File: config.mk
export PLATFORM = sky130hd
export DESIGN_NAME = writeback_ctrl
export DESIGN_NICKNAME = d
export VERILOG_FILES = /design/src/rtl/writeback_ctrl_pkg.sv /design/src/rtl/writeback_ctrl_fifo.sv /design/src/rtl/writeback_ctrl.sv
export SDC_FILE = /design/constraint.sdc
export NUM_CORES = 1
export LEC_CHECK = 0
export CORE_ASPECT_RATIO = 0.8
export CORE_MARGIN = 3
export CORE_UTILIZATION = 23
export CTS_CLUSTER_SIZE = 28
export DETAILED_ROUTE_END_ITERATION = 7
export GPL_TIMING_DRIVEN = 0
export PLACE_DENSITY = 0.48
export SYNTH_ARGS = -nofsm -noshare
export SYNTH_HDL_FRONTEND = slang
export SYNTH_SLANG_ARGS = --single-unit
File: constraint.sdc
create_clock -name clk -period 5.86 [get_ports clk]
set_clock_uncertainty 0.1 [all_clocks]
set_input_delay 1.172 -clock clk [delete_from_list [all_inputs] [get_ports clk]]
set_output_delay 1.172 -clock clk [all_outputs]
set_load 0.01 [all_outputs]
File: src/rtl/writeback_ctrl_pkg.sv
// writeback_ctrl_pkg: shared default widths and the queued writeback entry type
package writeback_ctrl_pkg;
    localparam int WB_DATA_W = 16;
    localparam int WB_ADDR_W = 3;
    typedef struct packed {
        logic [WB_ADDR_W-1:0] rd;
        logic [WB_DATA_W-1:0] data;
    } wb_entry_t;
endpackage

File: src/rtl/writeback_ctrl_fifo.sv
// wb_fifo: per-source result queue; exposes each slot's tag and validity for pending-write tracking
module wb_fifo #(
    parameter int DEPTH = 2,
    parameter int W = 19,
    parameter int TW = 3
) (
    input  logic                         clk,
    input  logic                         reset_n,
    input  logic                         flush,
    input  logic                         push,
    input  logic                         pop,
    input  logic [W-1:0]                 din,
    output logic [W-1:0]                 dout,
    output logic                         full,
    output logic                         empty,
    output logic [DEPTH-1:0][TW-1:0]     tags,
    output logic [DEPTH-1:0]             slot_valid
);
    localparam int AW = $clog2(DEPTH);
    logic [AW-1:0] wr_ptr, rd_ptr;
    logic [AW:0] count;
    logic [DEPTH-1:0][W-1:0] mem;
    logic push_ok;
    assign full = count == (AW+1)'(DEPTH);
    assign empty = count == '0;
    assign push_ok = push & ~full;
    assign dout = mem[rd_ptr];
    always_ff @(posedge clk)
        if (push_ok) mem[wr_ptr] <= din;
    always_ff @(posedge clk or negedge reset_n)
        if (!reset_n) begin
            wr_ptr <= '0;
            rd_ptr <= '0;
            count <= '0;
        end else if (flush) begin
            wr_ptr <= '0;
            rd_ptr <= '0;
            count <= '0;
        end else begin
            wr_ptr <= wr_ptr + AW'(push_ok);
            rd_ptr <= rd_ptr + AW'(pop);
            count <= count + (AW+1)'(push_ok) - (AW+1)'(pop);
        end
    // a slot is live when its distance from the read pointer is below the occupancy
    for (genvar i = 0; i < DEPTH; i++) begin : g_slot
        logic [AW-1:0] off;
        assign off = AW'(i) - rd_ptr;
        assign slot_valid[i] = {1'b0, off} < count;
        assign tags[i] = mem[i][W-1 -: TW];
    end
endmodule

File: src/rtl/writeback_ctrl.sv
// writeback_ctrl: two-source (ALU/load) writeback arbiter into one register-file port.
// Define WB_R0_ZERO_EN to drop writes to register 0 (popped but never strobed, never busy).
module writeback_ctrl
    import writeback_ctrl_pkg::*;
#(
    parameter int FIFO_DEPTH = 2,
    parameter int DATA_W = WB_DATA_W,
    parameter int ADDR_W = WB_ADDR_W
) (
    input  logic                   clk,
    input  logic                   reset_n,
    input  logic                   flush,
    input  logic                   alu_valid,
    output logic                   alu_ready,
    input  logic [ADDR_W-1:0]      alu_rd,
    input  logic [DATA_W-1:0]      alu_data,
    input  logic                   ld_valid,
    output logic                   ld_ready,
    input  logic [ADDR_W-1:0]      ld_rd,
    input  logic [DATA_W-1:0]      ld_data,
    output logic                   rf_write_enable,
    output logic [ADDR_W-1:0]      rf_write_addr,
    output logic [DATA_W-1:0]      rf_write_data,
    output logic [2**ADDR_W-1:0]   busy
);
    localparam int EW = ADDR_W + DATA_W;
    logic live, rr_ld;
    logic alu_full, ld_full, alu_empty, ld_empty;
    logic alu_push, ld_push, alu_pop, ld_pop, pop, pick_alu, wr_keep;
    logic [EW-1:0] alu_dout, ld_dout, sel;
    logic [FIFO_DEPTH-1:0][ADDR_W-1:0] alu_tags, ld_tags;
    logic [FIFO_DEPTH-1:0] alu_sv, ld_sv;
    assign alu_ready = live & ~alu_full;
    assign ld_ready = live & ~ld_full;
    assign alu_push = alu_valid & alu_ready & ~flush;
    assign ld_push = ld_valid & ld_ready & ~flush;
    // ALU wins when it is the only candidate or when the tie pointer favours it
    assign pick_alu = ~alu_empty & (ld_empty | ~rr_ld);
    assign pop = ~flush & ~(alu_empty & ld_empty);
    assign alu_pop = pop & pick_alu;
    assign ld_pop = pop & ~pick_alu;
    assign sel = pick_alu ? alu_dout : ld_dout;
`ifdef WB_R0_ZERO_EN
    assign wr_keep = sel[EW-1:DATA_W] != '0;
`else
    assign wr_keep = 1'b1;
`endif
    wb_fifo #(.DEPTH(FIFO_DEPTH), .W(EW), .TW(ADDR_W)) u_alu_q (
        .clk(clk), .reset_n(reset_n), .flush(flush),
        .push(alu_push), .pop(alu_pop), .din({alu_rd, alu_data}), .dout(alu_dout),
        .full(alu_full), .empty(alu_empty), .tags(alu_tags), .slot_valid(alu_sv)
    );
    wb_fifo #(.DEPTH(FIFO_DEPTH), .W(EW), .TW(ADDR_W)) u_ld_q (
        .clk(clk), .reset_n(reset_n), .flush(flush),
        .push(ld_push), .pop(ld_pop), .din({ld_rd, ld_data}), .dout(ld_dout),
        .full(ld_full), .empty(ld_empty), .tags(ld_tags), .slot_valid(ld_sv)
    );
    always_ff @(posedge clk or negedge reset_n)
        if (!reset_n) begin
            live <= 1'b0;
            rr_ld <= 1'b0;
            rf_write_enable <= 1'b0;
            rf_write_addr <= '0;
            rf_write_data <= '0;
        end else begin
            live <= 1'b1;
            rf_write_enable <= pop & wr_keep;
            if (pop & ~alu_empty & ~ld_empty) rr_ld <= ~rr_ld;
            if (pop & wr_keep) {rf_write_addr, rf_write_data} <= sel;
        end
    always_comb begin
        busy = '0;
        for (int j = 0; j < FIFO_DEPTH; j++) begin
            if (alu_sv[j]) busy[alu_tags[j]] = 1'b1;
            if (ld_sv[j]) busy[ld_tags[j]] = 1'b1;
        end
        if (rf_write_enable) busy[rf_write_addr] = 1'b1;
`ifdef WB_R0_ZERO_EN
        busy[0] = 1'b0;
`endif
    end
endmodule

==> flow_metrics.env <==
export IMPL_ys_warn_count=0
export IMPL_ys_seq_area_share_pct=68.40
export IMPL_cts_hold_buf=0
export IMPL_rsz0062_at_grt="false"
export IMPL_dieArea_um2=20990
export IMPL_place_gp_congestion=0.7841
export IMPL_io_pins=73
export IMPL_io_buffers=72
export IMPL_postCtsResizedCells=0
export IMPL_synth_seq_cells=106
export IMPL_tritoncts="yes"
export IMPL_post_route_util_pct=31.18
export IMPL_synth_compound_area_share_pct=7.703
export IMPL_die_h_um=130.2
export IMPL_p_clk_share_pct=25.5
export IMPL_switching_share_pct=31.41
export IMPL_startpoint_type="flop"
export IMPL_hold_viol=0
export IMPL_synthSimpleGateAreaFrac_pct=9.537
export IMPL_relSlewSlack_pct=27.05
export IMPL_fmax_mhz=272.9
export IMPL_route_detailed_wl_per_inst_um=16.52
export IMPL_hpwlAfterDp_um=7619
export IMPL_hold_class="flop to flop"
export IMPL_setup_tns_ns=0
export IMPL_final_common_cell="edfxtp_1"
export IMPL_nFillCells=1880
export IMPL_seqPwrFrac_pct=41.1
export IMPL_drtAntennaViolNets=0
export IMPL_antenna_found_initial=0
export IMPL_synth_cells=307
export IMPL_setup_viol=0
export IMPL_fp_coreArea_um2=18550
export IMPL_layout_common_cells="edfxtp_1 (76), clkdlybuf4s50_1 (71), mux2i_1 (39)"
export IMPL_grt_pass1_wl_um=16760
export IMPL_synthAdderAreaFrac_pct=2.257
export IMPL_timing_hold_ws_ns=0.3923
export IMPL_synth_avg_cell_area_um2=14.44
export IMPL_syn_to_final_growth_pct=30.47
export IMPL_crit_start="u_alu_q.count[0]"
export IMPL_synth_top_area_share_pct=51.47
export IMPL_power_frac_comb_pct=33.5
export IMPL_cellPowerDensity_nw_per_um2=429.2
export IMPL_hold_start="rf_write_data[0]"
export IMPL_status="completed"
export IMPL_clock_tree_root_cell="clkbuf_16"
export IMPL_path_cells="nor2b_1 > o21ai_0 > o21ai_0 > or3_1 > clkdlybuf4s50_1"
export IMPL_diodes=0
export IMPL_crit_type="flop to output pin"
export IMPL_p_switching_uw=779.9
export IMPL_path_common_cell="o21ai_0"
export IMPL_ir_worst_vdd_mv=0.1518
export IMPL_synth_area_top_cells="edfxtp_1 (51%), dfrtp_1 (17%), mux2i_1 (8.8%), o221ai_1 (3.8%), ha_1 (2.3%)"
export IMPL_via_per_inst=4.287
export IMPL_vias=2778
export IMPL_num_nets_final=441
export IMPL_htree_levels=3
export IMPL_finalMaxSlewViolations=0
export IMPL_synthMuxAreaShare_pct=8.804
export IMPL_syn_num_nets=358
export IMPL_layout_drive_gt1_share_pct=6.835
export IMPL_synth_main_ff_cell="edfxtp_1"
export IMPL_critPathMaxFanout=4
export IMPL_crit_arrival_ns=2.39
export IMPL_first_global_vias=2906
export IMPL_tightestPinTransition_ns=1.094
export IMPL_dpl_cell_area_um2=5466
export IMPL_final_area_um2=5786
export IMPL_grt_max_degree=31
export IMPL_synth_top_family_by_area="simple AND/OR/NAND/NOR gates"
export IMPL_drtIter0Drc=117
export IMPL_yosys_cell_types_count=40
export IMPL_clock_sinks=106
export IMPL_cts_setup_buffers=0
export IMPL_finalCritPeriodShare_pct=62.52
export IMPL_grt_ovfl_total=0
export IMPL_drcViolationCount=0
export IMPL_initial_core_util_pct=23.90
export IMPL_max_cap_violations=0
export IMPL_required_ns=4.59
export IMPL_clk_latency_ns=0.34
export IMPL_async_flop_share_pct=28.30
export IMPL_drt_total_wl_um=10710
export IMPL_cpPeakStageDelay_ns=0.49
export IMPL_synth_edf_count=76
export IMPL_internal_power_mw=1.703
export IMPL_clkTransAtPathRegs_ns=0.07
export IMPL_clockBufferDepth=2
export IMPL_slowest_stage="clkdlybuf4s50_1"
export IMPL_firstDrtPassIters=4
export IMPL_period_minus_slack_ns=3.664
export IMPL_track_usage_pct=10.60
export IMPL_worstSetupEndpointType="output pin"
export IMPL_cts_buffers=9
export IMPL_synth_cell_area_um2=4434
export IMPL_rows=44
export IMPL_p_leak_nw=2.082
export IMPL_die_w_um=161.2
export IMPL_synth_area_leader_cell="edfxtp_1"
export IMPL_synth_xor_area_share_pct=0.9876
export IMPL_worstReg2RegStart="u_ld_q.count[0]"
## critical path, delay by kind of cell, from the launching register on
| family | cells | cell delay, ns |
|---|---|---|
| flip-flops | 1 | 0.45 |
| AND/OR/NAND/NOR | 2 | 0.57 |
| AO/OA/AOI/OAI | 2 | 0.55 |
| buffers and inverters | 1 | 0.49 |
## through the flow
stage	std cells	worst slack, ns	total power [mW]
after global placement	632	2.154	1.868
after CTS	648	2.202	2.527
final	648	2.196	2.483
after detailed placement	632	2.107	1.886
after floorplan	307	3.185	1.489
after global routing	648	2.043	2.642
## layout make-up
class                           count  area (µm²)  share of cell area (%)
Sequential cell                   106        3033                   52.42
Multi-Input combinational cell    179        1303                   22.51
Clock buffer                       10       229.0                   3.958
Timing Repair Buffer               72       715.7                   12.37
Inverter                            9       33.78                  0.5839
Tap cell                          253       316.6                   5.471
Buffer                             13       65.06                   1.125
Clock inverter                      6       90.09                   1.557
## logic make-up (layout without fill, tap and decap cells)
group,count (synthesis),count (layout)
muxes,39,39
DFF,106,106
AOI/OAI and AO/OA,44,44
and+or+nand+nor,82,82
adders and majority gates,8,8
other,1,1
xor gates and xnor gates,5,5
buffers and inverters,22,110
## Yosys cell counts (5+ instances only)
library cell and n:
clkbuf_1 5, nor2_1 12, nand2_1 25, buf_2 7, inv_1 9, nand2b_1 10
nor3_1 8, edfxtp_1 76, o221ai_1 19, o21ai_0 6, o22ai_1 5, dfrtp_1 30
nor2b_1 6, mux2i_1 39, or3_1 6, ha_1 8
## path summary, 6_finish.rpt
path | endpoint | slack, ns | cells after the start
worst min register to register | rf_write_data[0] | 0.39 | 2
worst max register to register | u_ld_q.mem[13] | 3.42 | 4
max in group asynchronous | rf_write_enable | 4.37 | 1
worst max-delay path | busy[7] | 2.20 | 5
worst min-delay path | rf_write_data[0] | 0.39 | 2
min in group asynchronous | u_ld_q.wr_ptr | 0.80 | 1
## sequential cells by signal, summed over array words and instances (netlist names), 2 cells and up
signal	count
rf_write_data	16
u_ld_q.mem	32
u_alu_q.tags	6
u_alu_q.mem	32
u_alu_q.count	2
u_ld_q.count	2
rf_write_addr	3
u_ld_q.tags	6
## per-layer routing
| metal | vias up | global-route usage (%) | share of wire [%] |
|---|---|---|---|
| li1 | 1334 | - | - |
| met1 | 1355 | 14.71 | 49 |
| met2 | 82 | 16.76 | 45 |
| met4 | 0 | 1.973 | 0.55 |
| met5 | - | 0 | 0 |
| met3 | 7 | 3.047 | 5.9 |
## power groups by stage
stage / clock network, mW / logic [mW] / registers, mW
3_3_place_gp: 0 / 0.835 / 1.03
3_5_place_dp: 0 / 0.852 / 1.03
6_report: 0.632 / 0.831 / 1.02
5_1_grt: 0.681 / 0.923 / 1.04
2_1_floorplan: 0 / 0.457 / 1.03
4_1_cts: 0.654 / 0.853 / 1.02
Power figures use the tool's default switching activity.
